<file path="src/rtl/usr_serial_word_receiver.sv">
// Serial-to-parallel word receiver for the USR link with a valid/ready output register.
// Optional parity bit after the data bits is enabled by defining USR_RX_PARITY_EN.
module usr_serial_word_receiver #(
    parameter int DATA_WIDTH = 16,
    parameter bit PARITY_ODD = 1'b0
) (
    input  logic                            Clk_In,
    input  logic                            Reset_In,
    input  logic                            Start_In,
    input  logic                            Msb_First_In,
    input  logic                            Serial_Valid_In,
    input  logic                            Serial_Data_In,
    input  logic                            Word_Ready_In,
    output logic [DATA_WIDTH-1:0]           Word_Data_Out,
    output logic                            Word_Valid_Out,
    output logic                            Parity_Error_Out,
    output logic                            Overrun_Out,
    output logic                            Abort_Out,
    output logic                            Busy_Out,
    output logic [$clog2(DATA_WIDTH+1)-1:0] Bit_Count_Out
);

    localparam int CW = $clog2(DATA_WIDTH + 1);

`ifdef USR_RX_PARITY_EN
    typedef enum logic [1:0] {ST_IDLE, ST_SHIFT, ST_PARITY} state_t;
`else
    typedef enum logic [1:0] {ST_IDLE, ST_SHIFT} state_t;
`endif

    state_t                state_q, state_d;
    logic [DATA_WIDTH-1:0] sreg_q, sreg_d;
    logic [CW-1:0]         cnt_q, cnt_d;
    logic                  msb_q, msb_d;
    logic [DATA_WIDTH-1:0] word_q, word_d;
    logic                  valid_q, valid_d;
    logic                  perr_q, perr_d;
    logic                  overrun_q, overrun_d;
    logic                  abort_q, abort_d;

    logic [DATA_WIDTH-1:0] sreg_shift;
    logic                  done;
    logic [DATA_WIDTH-1:0] done_word;
    logic                  done_perr;

    assign sreg_shift = msb_q ? {sreg_q[DATA_WIDTH-2:0], Serial_Data_In}
                              : {Serial_Data_In, sreg_q[DATA_WIDTH-1:1]};

    always_comb begin
        state_d   = state_q;
        sreg_d    = sreg_q;
        cnt_d     = cnt_q;
        msb_d     = msb_q;
        word_d    = word_q;
        valid_d   = valid_q;
        perr_d    = perr_q;
        overrun_d = 1'b0;
        abort_d   = 1'b0;
        done      = 1'b0;
        done_word = sreg_shift;
        done_perr = 1'b0;

        if (valid_q && Word_Ready_In) begin
            valid_d = 1'b0;
        end

        case (state_q)
            ST_IDLE: begin
                if (Start_In) begin
                    state_d = ST_SHIFT;
                    sreg_d  = '0;
                    cnt_d   = '0;
                    msb_d   = Msb_First_In;
                end
            end
            ST_SHIFT: begin
                // A new start wins over a bit arriving in the same cycle.
                if (Start_In) begin
                    abort_d = 1'b1;
                    sreg_d  = '0;
                    cnt_d   = '0;
                    msb_d   = Msb_First_In;
                end else if (Serial_Valid_In) begin
                    sreg_d = sreg_shift;
                    cnt_d  = cnt_q + 1'b1;
                    if (cnt_q == CW'(DATA_WIDTH - 1)) begin
`ifdef USR_RX_PARITY_EN
                        state_d = ST_PARITY;
`else
                        state_d = ST_IDLE;
                        cnt_d   = '0;
                        done    = 1'b1;
`endif
                    end
                end
            end
`ifdef USR_RX_PARITY_EN
            ST_PARITY: begin
                if (Start_In) begin
                    state_d = ST_SHIFT;
                    abort_d = 1'b1;
                    sreg_d  = '0;
                    cnt_d   = '0;
                    msb_d   = Msb_First_In;
                end else if (Serial_Valid_In) begin
                    state_d   = ST_IDLE;
                    cnt_d     = '0;
                    done      = 1'b1;
                    done_word = sreg_q;
                    done_perr = ((^sreg_q) ^ Serial_Data_In) != PARITY_ODD;
                end
            end
`endif
            default: state_d = ST_IDLE;
        endcase

        // An unconsumed word is never overwritten; a same-edge transfer frees the slot.
        if (done) begin
            if (valid_q && !Word_Ready_In) begin
                overrun_d = 1'b1;
            end else begin
                word_d  = done_word;
                perr_d  = done_perr;
                valid_d = 1'b1;
            end
        end
    end

    always_ff @(posedge Clk_In or negedge Reset_In) begin
        if (!Reset_In) begin
            state_q   <= ST_IDLE;
            sreg_q    <= '0;
            cnt_q     <= '0;
            msb_q     <= 1'b0;
            word_q    <= '0;
            valid_q   <= 1'b0;
            perr_q    <= 1'b0;
            overrun_q <= 1'b0;
            abort_q   <= 1'b0;
        end else begin
            state_q   <= state_d;
            sreg_q    <= sreg_d;
            cnt_q     <= cnt_d;
            msb_q     <= msb_d;
            word_q    <= word_d;
            valid_q   <= valid_d;
            perr_q    <= perr_d;
            overrun_q <= overrun_d;
            abort_q   <= abort_d;
        end
    end

    assign Word_Data_Out    = word_q;
    assign Word_Valid_Out   = valid_q;
    assign Parity_Error_Out = perr_q;
    assign Overrun_Out      = overrun_q;
    assign Abort_Out        = abort_q;
    assign Busy_Out         = (state_q != ST_IDLE);
    assign Bit_Count_Out    = cnt_q;

endmodule

</file>
<file path="config.mk">
export PLATFORM = sky130hd
export DESIGN_NAME = usr_serial_word_receiver
export DESIGN_NICKNAME = d
export VERILOG_FILES = /design/src/rtl/usr_serial_word_receiver.sv
export SDC_FILE = /design/constraint.sdc
export NUM_CORES = 1
export LEC_CHECK = 0
export BUFFER_PORTS_ARGS = -buffer_cell sky130_fd_sc_hd__buf_4
export CAP_MARGIN = 0
export CORE_MARGIN = 3
export CORE_UTILIZATION = 40
export CTS_CLUSTER_DIAMETER = 120
export CTS_CLUSTER_SIZE = 16
export DETAILED_ROUTE_END_ITERATION = 8
export GPL_TIMING_DRIVEN = 0
export HOLD_SLACK_MARGIN = 0.05
export PLACE_DENSITY = 0.61
export SYNTH_ARGS = -nofsm -noshare
export SYNTH_HDL_FRONTEND = slang
export SYNTH_SLANG_ARGS = --single-unit
</file>
<file path="constraint.sdc">
create_clock -name Clk_In -period 3.2 [get_ports Clk_In]
set_clock_uncertainty 0.2 [all_clocks]
set_input_delay 0.32 -clock Clk_In [delete_from_list [all_inputs] [get_ports Clk_In]]
set_output_delay 0.32 -clock Clk_In [all_outputs]
set_load 0.1 [all_outputs]
</file>
== After elaboration in Yosys (flattened, before gate mapping) ==
Cells that the tools add are included.

* Logic and storage cells: 54
* Input port bits: 7
* Bits in registers: 43

* Add/sub/neg operators: 1
* Reduce and logical (&&, ||, !) cells: 11
* Bitwise gates (word level): 1
* Equal/unequal tests: 7
* Mux-type cells: 26

{| class="wikitable"
|+ Operator list
! operator !! number
|-
| 16-bit 2-to-1 mux || 4
|-
| 16-bit case mux with 2 select lines || 1
|-
| 5-bit 2-to-1 mux || 4
|-
| 1-bit 2-to-1 mux || 11
|-
| 5-bit case mux with 2 select lines || 1
|-
| 2-bit 2-to-1 mux || 4
|-
| 2-bit inequality test (second input constant) || 4
|-
| 5-bit by 1-bit adder with 5-bit output (second input constant) || 1
|-
| 5-bit by 4-bit == test with 1-bit output (second input constant) || 1
|-
| 2-bit case mux with 2 select lines || 1
|-
| 2-bit AND reduction || 2
|-
| 4-bit AND reduction || 1
|-
| 2-bit nonzero test || 2
|-
| 3-bit inequality test (second input constant) || 1
|-
| 3-bit AND reduction || 1
|-
| 2-bit by 1-bit == test with 1-bit output (second input constant) || 1
|-
| 1-bit logical AND || 2
|-
| 2-bit zero test || 1
|-
| 2-bit OR reduction || 1
|-
| 1-bit zero test || 1
|-
| 1-bit inverter || 1
|}

== Logic depth before layout (Yosys ltp) ==
Gate-level depths: netlist of run 1.

* Depth in word-level cells: 6
* Gate-level depth with buffers: 6
* Gate-level depth less buffers: 4

== Least setup slack after synthesis of run 1 ==
No wires, ideal clock.

* Path type: register to register
* Start point: register cnt_q[0] (netlist: Bit_Count_Out[0])
* End point: register word_q[15] (netlist: Word_Data_Out[15])
* Library setup time: 0.125 ns
* Cell stages (with the launch flop): 6
* Required time: 2.875 ns
* Path slack: 0.773 ns
* Arrival: 2.101 ns
* Cells stage by stage: dfrtp_1 -> ha_1 -> nand4b_4 -> nor3b_2 -> buf_6 -> mux2_2

* Longest elaborated chain between the ends: 6

{| class="wikitable"
|+ Ends and longest elaborated chain
! element !! line !! RTL
|-
| from (decl) || 33 || <nowiki>logic [CW-1:0] cnt_q, cnt_d;</nowiki>
|-
| from (signal assigned) || 143 || <nowiki>cnt_q <= cnt_d;</nowiki>
|-
| 5-bit by 4-bit == test with 1-bit output || 86 || <nowiki>if (cnt_q == CW'(DATA_WIDTH - 1)) begin</nowiki>
|-
| 1-bit 2-to-1 mux || 86 ||
|-
| 1-bit 2-to-1 mux || 83 || <nowiki>end else if (Serial_Valid_In) begin</nowiki>
|-
| 1-bit 2-to-1 mux || 78 || <nowiki>if (Start_In) begin</nowiki>
|-
| 1-bit 2-to-1 mux || 67 || <nowiki>case (state_q)</nowiki>
|-
| 2-bit AND reduction (no source line) || n/a ||
|-
| to (signal assigned) || 145 || <nowiki>word_q <= word_d;</nowiki>
|-
| to (decl) || 35 || <nowiki>logic [DATA_WIDTH-1:0] word_q, word_d;</nowiki>
|}

Every way passes these cells.
A chain may end at the register's enable or synchronous reset.

== Worst setup path in the final report of run 1 ==
* Start point: input Start_In
* End point: register word_q[14] (netlist: Word_Data_Out[14])

* Longest elaborated chain between the ends: 3

{| class="wikitable"
|+ Ends and longest elaborated chain
! element !! line !! RTL
|-
| from (decl) || 9 || <nowiki>input logic Start_In,</nowiki>
|-
| 1-bit 2-to-1 mux || 78 ||
|-
| 1-bit 2-to-1 mux || 67 ||
|-
| 2-bit AND reduction (no source line) || n/a ||
|}

Every way passes these cells.

==> metrics.cfg, run 1 <==
[run_status]
status=finished clean

[critical_path]
crit_fanout=10
critPathCaptureType=flop
cp.arrival_ns=1.96
crit_path_start_kind=input port
crit_type=in -> reg
rrSetupSlack_ns=1.37
required_ns=3.21

[clock_network]
path_clk_slew_ns=0.08
cts_resized=0
clockBufferDepth=2
clock_sinks=42
cts_tree=built
clkLatencyLatePin_ns=0.29
htree_levels=2
cts_made_buffers=5
cts-root-buf=clkbuf_8

[cells_and_area]
diodes=0
multi_input_area_um2=677
drive_above_1_share_pct=26.6
regArea_um2=1050
fillers=391
nNetsFinal=208
syn_to_final_growth_pct=23.3
fin_util_pct=51.5

[timing]
rsz0062_at_grt=false
setup_ws_ns=1.26
setup_violations=0
fmax_mhz=515
tns_ns=0
slew_viol_final=0
hold_violations=0
fin_crit_sh_pct=60.7
tightest_slew_ns=0.544
worst_hold_slack_ns=0.0636
slew_headroom_pct=63.7
min_period_ns=1.94

[detailed_routing]
ant_nets=0
vias_per_cell=4.82
firstDrtPassIters=4
vias=1210
avgRoutedWirePerCell_um=13.8
routed_wl_mm=3.46
drt_iter0_markers=84
drc=0

[global_route]
track_usage_pct=14.2
grt_pass1_vias=1202
antenna_found_initial=0
gr-total-overflow=0
grt_max_degree=43
grt_pass1_wl_mm=5.79

[yosys]
synth_adder_area_share_pct=1.36
syn_area_um2=1840
synth-xor-area-share_pct=0.950
synth-compound-area-share_pct=5.83
synth-simple-area-share_pct=10.1
synth_cell_type_count=24
ys_seq_area_share_pct=57.0
synthMuxAreaShare_pct=18.2
syn_avg_cell_area_um2=11.6
syn_inst=159
syn_nets=168
synth_top_family_by_area=multiplexers
ys_seq_elements=42
yosys_warnings=0

[placement]
pre_cts_ws_ns=1.36
gp_congestion=0.735
io_buffers=31
dp_hpwl_mm=2.42

[die]
initial_utilization_pct=41.8
die_w_um=73.9
coreArea_um2=4410
io_pins=33
floorplan.die_area_um2=5460
fp.dieH_um=73.9
num_rows=24

[pwr]
p_per_area_nw_per_um2=465
worst_ir_drop_vdd_uv=229
p_leak_nw=1.14

[worst_hold_path]
hp-class=in -> reg

[run]
max-cap-violations=0

-- registers in the layout, indices dropped and copies added (netlist names) --
name            cells
Word_Data_Out      16
Abort_Out           1
Word_Valid_Out      1
msb_q               1
state_q             1
Overrun_Out         1
Bit_Count_Out       5
sreg_q             16
-- kinds of logic (layout without fill, tap and decap cells) --
kind of cell | after synthesis | after routing
other | 1 | 1
XOR/XNOR | 2 | 2
multiplexers | 33 | 33
buffers and inverters | 23 | 63
AO/OA/AOI/OAI | 20 | 20
adder cells (fa/ha/maj) | 2 | 2
flip-flops | 42 | 42
AND/OR/NAND/NOR | 36 | 36
-- layer usage --
layer	up-vias	track usage [%]	routed length, µm
li1	601	-	-
met1	579	18.0	1590
met2	25	22.4	1640
met3	5	4.79	175
met4	0	5.43	59
met5	-	0	0
-- path summary, 6_finish.rpt --
path                                              start                       endpoint  cells after the start
max                                            Start_In  Word_Data_Out[14]$_DFFE_PN0P_                      7
min                                        Msb_First_In              msb_q$_DFFE_PN0P_                      2
max reg2reg                Bit_Count_Out[0]$_DFFE_PN0P_  Word_Data_Out[14]$_DFFE_PN0P_                      6
min reg2reg                      sreg_q[15]$_DFFE_PN0P_         sreg_q[15]$_DFFE_PN0P_                      2
max in group asynchronous                      Reset_In  Word_Data_Out[10]$_DFFE_PN0P_                      2
min in group asynchronous                      Reset_In  Word_Data_Out[14]$_DFFE_PN0P_                      2
-- report_power, final --
group          internal [mW]  switching (mW)
combinational         0.0287          0.0652
clock                  0.250           0.172
sequential             0.536         0.00480
-- what timing repair did --
action                                 4_1_cts  5_1_grt
hold buffers                                 2        0
endpoints found under the hold margin       44        0
buffers inserted                             0        0
-- cells in the mapped netlist, drive strengths merged --
cell / number / area share (%)
dfrtp: 42 / 57
mux2i: 28 / 15
nand2: 22 / 4.5
o21ai: 18 / 4.9
inv: 15 / 3.1
buf: 7 / 3.1
mux2: 5 / 3.1
nand2b: 4 / 1.4
nand3: 3 / 0.81
ha: 2 / 1.4
nor2: 2 / 0.41
nor3b: 2 / 1.1
xor2: 2 / 0.95
a21oi: 1 / 0.47
clkbuf: 1 / 0.20
conb: 1 / 0.20
nand3b: 1 / 0.41
nand4b: 1 / 1.3
nor3: 1 / 0.27
o22a: 1 / 0.47
-- critical path: stages --
cell and delay [ns]:
dlygate4sd3_1 0.54, buf_4 0.16, nand3b_1 0.19, nor3b_2 0.22, buf_6 0.16, buf_8 0.16, mux2i_1 0.20
-- cell type report --
type	count	share of cell area (%)
well taps	52	2.86
clock inverters	1	1.32
multi-input cells	94	29.8
flip-flops and latches	42	46.2
repair buffers	33	11.1
inverters	15	2.48
plain buffers	8	2.64
clock buffers	6	3.63
-- stage by stage --
stage               power [mW]  instance area (µm²)  std cells
floorplan                0.612                 1840        159
global placement         0.642                 2140        242
detailed placement       0.645                 2140        242
CTS                       1.07                 2270        251
global route              1.10                 2270        251
finish                    1.06                 2270        251
-- layout by cell type (no fill, tap or decap), types with 2 or more instances in the layout --
master and instances:
buf_2 3, buf_4 33, clkbuf_8 6, dfrtp_1 42
dlygate4sd3_1 2, ha_1 2, inv_1 15, mux2_2 5
mux2i_1 28, nand2_1 22, nand2b_1 4, nand3_1 3
nor2_1 2, o21ai_0 18, xor2_1 2
Note: power is estimated with default switching activity, not from simulation.
==> inputs of run 2 (changes only) <==
==> constraint.sdc (replaced) <==
create_clock -name Clk_In -period 2 [get_ports Clk_In]
set_clock_uncertainty 0.2 [all_clocks]
set_input_delay 0.2 -clock Clk_In [delete_from_list [all_inputs] [get_ports Clk_In]]
set_output_delay 0.2 -clock Clk_In [all_outputs]
set_load 0.1 [all_outputs]
==> metrics.cfg, run 2 (same netlist as run 1, synthesis figures left out) <==
[die]
coreArea_um2=4410
io_pins=33
die_w_um=73.9
num_rows=24
floorplan.die_area_um2=5460
fp.dieH_um=73.9
initial_utilization_pct=41.8

[pwr]
internal_power_mw=1.32
power.switching_uw=393
p_per_area_nw_per_um2=740
pwr-share-seq_pct=50.7
worst_ir_drop_vdd_uv=436
sw_frac_of_total_pct=23.0
power_frac_clock_pct=40.3
pwr-share-comb_pct=9.0
p_leak_nw=1.14

[clock_network]
clkLatencyLatePin_ns=0.29
path_clk_slew_ns=0.08
clockBufferDepth=2
cts_made_buffers=5
htree_levels=2
clock_sinks=42
cts_tree=built
cts_resized=0
cts-root-buf=clkbuf_8

[global_route]
grt_max_degree=43
gr-total-overflow=0
antenna_found_initial=0
grt_pass1_wl_mm=5.87
grt_pass1_vias=1243
track_usage_pct=14.2

[worst_hold_path]
min_from=Serial_Data_In
hold_end=Word_Data_Out[0]$_DFFE_PN0P_
worstHoldPathCells=3
hp-class=in -> reg

[detailed_routing]
ant_nets=0
vias_per_cell=4.85
firstDrtPassIters=4
routed_wl_mm=3.48
avgRoutedWirePerCell_um=13.7
drc=0
drt_iter0_markers=66
vias=1231

[cells_and_area]
syn_to_final_growth_pct=25.3
final_cell_mix=36 x dfrtp_1, 33 x buf_4, 28 x mux2i_1, 22 x nand2_1, 18 x o21ai_0
nNetsFinal=210
drive_above_1_share_pct=29.2
layout_commonest_cell=dfrtp_1
diodes=0

[critical_path]
cp.arrival_ns=1.85
r2r_cells=6
crit_type=reg -> reg
crit_path_start_kind=flop
r2r_start=Bit_Count_Out[0]$_DFFE_PN0P_
timing.rr.end=Word_Data_Out[10]$_DFFE_PN0P_
critPathCaptureType=flop
crit_fanout=10
required_ns=2.00
rrSetupSlack_ns=0.15

[timing]
rsz0062_at_grt=false
tightest_slew_ns=0.528
setup_violations=0
slew_viol_final=0
setup_ws_ns=0.153
fmax_mhz=542
fin_crit_sh_pct=92.3
hold_violations=0
slew_headroom_pct=64.8
tns_ns=0
min_period_ns=1.85

[run]
max-cap-violations=0

[placement]
io_buffers=31
gp_congestion=0.716
dp_hpwl_mm=2.47
pre_cts_ws_ns=0.151

[run_status]
status=finished clean

==> run 2: cell types whose count changed in the layout (fill, tap and decap cells not counted), sizes merged <==
cell,change
clkbuf,+1
dlygate4sd3,+2
==> run 2: power groups by stage <==
stage | clock network, mW | logic, mW | registers [mW]
floorplan | 0 | 0.0645 | 0.918
global placement | 0 | 0.147 | 0.883
detailed placement | 0 | 0.150 | 0.884
CTS | 0.703 | 0.156 | 0.867
global route | 0.741 | 0.164 | 0.870
finish | 0.689 | 0.153 | 0.867
==> run 2: area by class of cell <==
class                           instances  area, µm²
Buffer                                  8       60.1
Clock buffer                            7       86.3
Clock inverter                          1       30.0
Fill cell                             398       2100
Inverter                               15       56.3
Multi-Input combinational cell         94        677
Sequential cell                        42       1060
Tap cell                               52       65.1
Timing Repair Buffer                   35        273
==> run 2: metal layers <==
| layer | vias to the layer above | share of wire (%) | GRT usage (%) |
|---|---|---|---|
| li1 | 608 | - | - |
| met1 | 587 | 46 | 18.0 |
| met2 | 29 | 47 | 22.8 |
| met3 | 7 | 5.1 | 4.65 |
| met4 | 0 | 1.7 | 4.83 |
| met5 | - | 0 | 0 |
==> run 2: worst max path at each step <==
stage / startpoint / endpoint
global placement: Bit_Count_Out[0]$_DFFE_PN0P_ / Word_Data_Out[8]$_DFFE_PN0P_
finish: Bit_Count_Out[0]$_DFFE_PN0P_ / Word_Data_Out[10]$_DFFE_PN0P_
floorplan: Bit_Count_Out[1]$_DFFE_PN0P_ / Word_Data_Out[15]$_DFFE_PN0P_
detailed placement: Bit_Count_Out[0]$_DFFE_PN0P_ / Word_Data_Out[8]$_DFFE_PN0P_
global route: Bit_Count_Out[0]$_DFFE_PN0P_ / Word_Data_Out[13]$_DFFE_PN0P_
CTS: Bit_Count_Out[0]$_DFFE_PN0P_ / Word_Data_Out[10]$_DFFE_PN0P_
==> run 2: stage by stage <==
step | hold WS, ns | std cells | utilization (%) | area [µm²] | total power [mW]
after global placement | 0.0118 | 242 | 48.8 | 2150 | 1.03
after CTS | 0.0567 | 254 | 52.4 | 2310 | 1.73
after global routing | 0.0532 | 254 | 52.4 | 2310 | 1.77
final | 0.0583 | 254 | 52.4 | 2310 | 1.71
after floorplan | -0.296 | 159 | - | 1860 | 0.982
after detailed placement | 0.0209 | 242 | 48.8 | 2150 | 1.03
==> run 2: repair_timing <==
action	4_1_cts	5_1_grt
hold buffers	4	0
buffers inserted	0	0
hold endpoints to repair	48	0
==> run 2: critical path, cell delays in order (launching register included) <==
cell	delay (ns)
dfrtp_4	0.44
ha_1	0.23
nand4b_4	0.15
nor3b_2	0.21
buf_6	0.17
buf_8	0.16
mux2i_1	0.20
